<file path="src/rtl/div_pkg.sv">
// div_pkg: shared types and constants for the sequential divider.
package div_pkg;
  typedef enum logic [1:0] {IDLE, CALC, FIX, DZ} state_t;
  localparam int DIV_WIDTH = 32;
  localparam logic [63:0] DZ_Q = '1;
endpackage

</file>
<file path="src/rtl/div_step.sv">
// div_step: one combinational restoring-division iteration.
module div_step
  import div_pkg::*;
#(
  parameter int WIDTH = DIV_WIDTH
) (
  input  logic [WIDTH-1:0] rem,
  input  logic [WIDTH-1:0] dvs,
  input  logic             bit_in,
  output logic [WIDTH-1:0] rem_nxt,
  output logic             qb
);
  logic [WIDTH:0] sh;
  logic [WIDTH-1:0] diff;
  assign sh = {rem, bit_in};
  assign qb = sh >= {1'b0, dvs};
  // sh < 2*dvs, so a successful subtraction always fits in WIDTH bits
  assign diff = sh[WIDTH-1:0] - dvs;
  assign rem_nxt = qb ? diff : sh[WIDTH-1:0];
endmodule

</file>
<file path="src/rtl/seq_divider.sv">
// seq_divider: multi-cycle restoring divider, one quotient bit per clock.
// Signed operation is enabled by defining SEQ_DIVIDER_SIGNED_EN; otherwise sgn is ignored.
module seq_divider
  import div_pkg::*;
#(
  parameter int WIDTH = DIV_WIDTH,
  parameter int CNT_W = 6
) (
  input  logic             clk,
  input  logic             reset,
  input  logic             start,
  input  logic             sgn,
  input  logic [WIDTH-1:0] a,
  input  logic [WIDTH-1:0] b,
  output logic             busy,
  output logic             done,
  output logic [WIDTH-1:0] q,
  output logic [WIDTH-1:0] r,
  output logic             dz
);
  state_t state;
  logic [CNT_W-1:0] cnt;
  logic [WIDTH-1:0] p, p_nxt, dvd, dvs, a_mag, b_mag, q_fix, r_fix;
  logic qb;
`ifdef SEQ_DIVIDER_SIGNED_EN
  logic sa, sb, neg_q, neg_r;
  assign sa = sgn & a[WIDTH-1];
  assign sb = sgn & b[WIDTH-1];
  // the most negative value negates to itself, which is its correct unsigned magnitude
  assign a_mag = sa ? -a : a;
  assign b_mag = sb ? -b : b;
  assign q_fix = neg_q ? -dvd : dvd;
  assign r_fix = neg_r ? -p : p;
`else
  logic unused_sgn;
  assign unused_sgn = sgn;
  assign a_mag = a;
  assign b_mag = b;
  assign q_fix = dvd;
  assign r_fix = p;
`endif
  div_step #(.WIDTH(WIDTH)) u_step (
    .rem(p),
    .dvs(dvs),
    .bit_in(dvd[WIDTH-1]),
    .rem_nxt(p_nxt),
    .qb(qb)
  );
  // dvd shifts the dividend out of its MSB while quotient bits enter at the LSB
  always_ff @(posedge clk) begin
    if (reset) begin
      state <= IDLE;
      cnt <= '0;
      p <= '0;
      dvd <= '0;
      dvs <= '0;
      busy <= 1'b0;
      done <= 1'b0;
      dz <= 1'b0;
      q <= '0;
      r <= '0;
`ifdef SEQ_DIVIDER_SIGNED_EN
      neg_q <= 1'b0;
      neg_r <= 1'b0;
`endif
    end else begin
      done <= 1'b0;
      case (state)
        IDLE: if (start) begin
          busy <= 1'b1;
          dz <= 1'b0;
          p <= '0;
          dvs <= b_mag;
          cnt <= CNT_W'(WIDTH);
`ifdef SEQ_DIVIDER_SIGNED_EN
          neg_q <= sa ^ sb;
          neg_r <= sa;
`endif
          state <= (b == '0) ? DZ : CALC;
          dvd <= (b == '0) ? a : a_mag;
        end
        CALC: begin
          p <= p_nxt;
          dvd <= {dvd[WIDTH-2:0], qb};
          cnt <= cnt - CNT_W'(1);
          if (cnt == CNT_W'(1)) state <= FIX;
        end
        FIX: begin
          q <= q_fix;
          r <= r_fix;
          done <= 1'b1;
          busy <= 1'b0;
          state <= IDLE;
        end
        DZ: begin
          q <= DZ_Q[WIDTH-1:0];
          r <= dvd;
          dz <= 1'b1;
          done <= 1'b1;
          busy <= 1'b0;
          state <= IDLE;
        end
        default: state <= IDLE;
      endcase
    end
  end
endmodule

</file>
<file path="config.mk">
export PLATFORM = sky130hd
export DESIGN_NAME = seq_divider
export DESIGN_NICKNAME = d
export VERILOG_FILES = /design/src/rtl/div_pkg.sv /design/src/rtl/div_step.sv /design/src/rtl/seq_divider.sv
export SDC_FILE = /design/constraint.sdc
export NUM_CORES = 1
export LEC_CHECK = 0
export ABC_AREA = 1
export BUFFER_PORTS_ARGS = -buffer_cell sky130_fd_sc_hd__buf_2
export CAP_MARGIN = 5
export CORE_MARGIN = 8
export CORE_UTILIZATION = 55
export DETAILED_ROUTE_END_ITERATION = 7
export PLACE_DENSITY = 0.85
export SYNTH_ARGS = -nofsm -noshare
export SYNTH_HDL_FRONTEND = slang
export SYNTH_HIERARCHICAL = 1
export SYNTH_SLANG_ARGS = --single-unit
</file>
<file path="constraint.sdc">
create_clock -name clk -period 2.5 [get_ports clk]
set_clock_uncertainty 0.1 [all_clocks]
set_input_delay 0.25 -clock clk [delete_from_list [all_inputs] [get_ports clk]]
set_output_delay 0.25 -clock clk [all_outputs]
set_load 0.02 [all_outputs]
</file>
==> results.yml <==
die:
  die_area_um2: 22450
  start_util_pct: 55.42
  rows: 49
  fp.coreArea_um2: 17780
  fp.dieH_um: 149.8
  die_w_um: 149.8
  io_pins: 135
worst_setup_path:
  critPathLaunch: "dvs[26]"
  startpoint_type: "flip-flop"
  crit_end: "p[14]"
  reg2reg_from: "dvs[26]"
  regToRegSetupSlack_ns: 0.03
  path_class: "reg -> reg"
  reg2reg_depth: 16
  worstPathMaxFanout: 7
  r2r-end: "p[14]"
  crit_required_ns: 2.76
  cp-end-kind: "flip-flop"
  critical_path_arrival_ns: 2.73
logic_synthesis:
  synth_common_cells: "412 x nand2_1, 222 x inv_1, 171 x dfxtp_1, 130 x a21oi_1, 123 x nor2_1"
  ys_seq_area_share_pct: 34.74
  synthCells: 1508
  syn_area_per_cell_um2: 6.534
  ys_types: 36
  synth.cell_area_um2: 9853
  synthTopCellsByArea: "dfxtp_1 35%, nand2_1 16%, inv_1 8.5%, a21oi_1 6.6%, nor2_1 4.7%"
  synth_warnings: 6
  synth_top_area_share_pct: 34.74
  yosysMostFrequentCell: "nand2_1"
  ys_async_sr_fraction_pct: 0
  syn_nets: 1611
  synth_area_leader_cell: "dfxtp_1"
  yosys_register_bits: 171
  synth_top_flop_cell: "dfxtp_1"
  synth-edff-count: 0
run_status:
  outcome: "finished clean"
global_route:
  antenna_found_initial: 1
  grt_pass1_wl_mm: 45.75
  grt_pass1_vias: 9457
  gr-total-overflow: 0
  grt_usage_pct: 24.96
  grt_max_degree: 70
place:
  routabilityCongestion: 0.9416
  dp_hpwl_mm: 20.49
  placed_area_um2: 10720
  portBuffers: 133
  dp_slack_ns: 0.04270
cts:
  clkLatencyLatePin_ns: 0.43
  cts-root-buf: "clkbuf_16"
  clock_sinks: 171
  h-tree-depth: 4
  clkTransAtPathRegs_ns: 0.08
  cts_buffers: 17
  cts_tree: "built"
  clockBufferDepth: 2
timing:
  setup_viol: 0
  fmax_ghz: 0.4044
  worst-slew-pin-transition_ns: 0.6707
  finalHoldViolCount: 0
  setup_tns_ns: 0
  period_needed_ns: 2.473
  timing.final.crit_share_pct: 98.91
  setup_ws_ns: 0.02735
  relSlewSlack_pct: 55.22
  drv_slew: 0
route:
  dr_total_vias: 10430
  post-route-drc-count: 0
  detail-route-antenna-nets: 0
  totalWireLength_mm: 30.42
  wl_per_cell_um: 16.03
  drt_pre_antenna_iters: 6
  first_iter_violations: 1029
  vias_per_cell: 5.495
min_path:
  hp-start: "b[23]"
  hp-class: "in -> reg"
finish:
  stdcell_area_um2: 12050
  syn_to_final_growth_pct: 22.34
  seqCellArea_um2: 3445
  fin_nets: 1759
  multi_input_area_um2: 5509
  drive_above_1_share_pct: 18.99
  fin_util_pct: 67.80
  antenna_cells: 0
  fillers: 1451
power:
  total_power_mw: 7.595
  p_leak_nw: 5.913
  irDropWorstVdd_mv: 0.5680
  power.density_nw_per_um2: 630.1
run:
  maxCapViolCount: 0
area by class of cell:
class | count | share of cell area, %
Timing Repair Buffer | 202 | 11.41
Clock inverter | 15 | 1.360
Sequential cell | 171 | 28.58
Tap cell | 229 | 2.377
Clock buffer | 17 | 3.529
Multi-Input combinational cell | 1038 | 45.70
Inverter | 226 | 7.048
through the flow:
stage | hold WS, ns | cells
3_3_place_gp | 0.3514 | 1831
5_1_grt | 0.02007 | 1898
4_1_cts | 0.00005629 | 1884
3_5_place_dp | 0.3630 | 1831
6_report | 0.01676 | 1898
2_1_floorplan | 0.2334 | 1508
flip-flops by register name (all words and copies together), names as in the netlist:
signal and flops:
dvs 32, dvd 32, r 32, done 1
q 32, p 32, busy 1, state 2
dz 1, cnt 6
critical path, cell delays in order, from the launching register on:
cell and delay (ns):
dfxtp_2 0.34, inv_2 0.05, ha_4 0.23, buf_4 0.13, nand2_1 0.07, nand2_2 0.06, nand2_1 0.08, nand2_2 0.07
a21oi_2 0.18, nand2_2 0.08, nor2_4 0.25, buf_12 0.18, buf_6 0.16, nand3_1 0.13, nand2_1 0.10, nand2_1 0.06
a21oi_1 0.13
how the worst min path moves through the flow:
stage | end | depth (start not counted)
2_1_floorplan | done | 1
3_3_place_gp | busy | 2
3_5_place_dp | r[8] | 2
4_1_cts | dvs[23] | 3
5_1_grt | dvs[3] | 3
6_report | dvs[23] | 3
logic make-up after synthesis:
kind of cell               count (synthesis)  synth area share, %
adders and majority gates                 35                4.521
buffers and inverters                    301                12.90
AOI/OAI and AO/OA                        328                18.35
xor gates and xnor gates                  15                1.333
DFF                                      171                34.74
and+or+nand+nor                          658                28.15
timing repair:
action / in CTS / in global routing
buffers inserted: 0 / 9
gates resized for setup: 0 / 85
setup endpoints to repair: 0 / 33
hold buffers: 21 / 0
hold endpoints to repair: 21 / 0
layer usage:
layer	routed length, um	GRT usage [%]	vias to the layer above
li1	-	-	5119
met1	12910	32.56	4767
met2	14110	40.25	468
met3	2543	4.929	74
met4	847	8.846	2
met5	8	0	-
placed cells by master, fill, tap and decap left out, types with 3 or more instances in the layout:
master,count
nand2_1,399
inv_1,218
dfxtp_1,156
buf_2,133
a21oi_1,122
nor2_1,115
o21ai_0,85
nand3_1,65
o211ai_1,60
o21ai_1,48
buf_4,37
dlygate4sd3_1,21
clkbuf_16,19
nand2_2,18
ha_4,15
dfxtp_2,14
ha_1,13
xor2_1,13
nand3_2,12
nor2_2,11
nand3b_1,11
nor3_1,8
buf_12,8
and2_1,8
inv_2,7
a21oi_2,7
inv_8,6
ha_2,6
nor3_2,3
nand4_1,3
power breakdown:
part / internal (mW) / leakage (nW) / switching, mW
logic: 0.663 / 4.22 / 1.24
clock network: 1.36 / 0.289 / 1.31
registers: 2.92 / 1.41 / 0.102
Note: power is estimated with default switching activity, not from simulation.
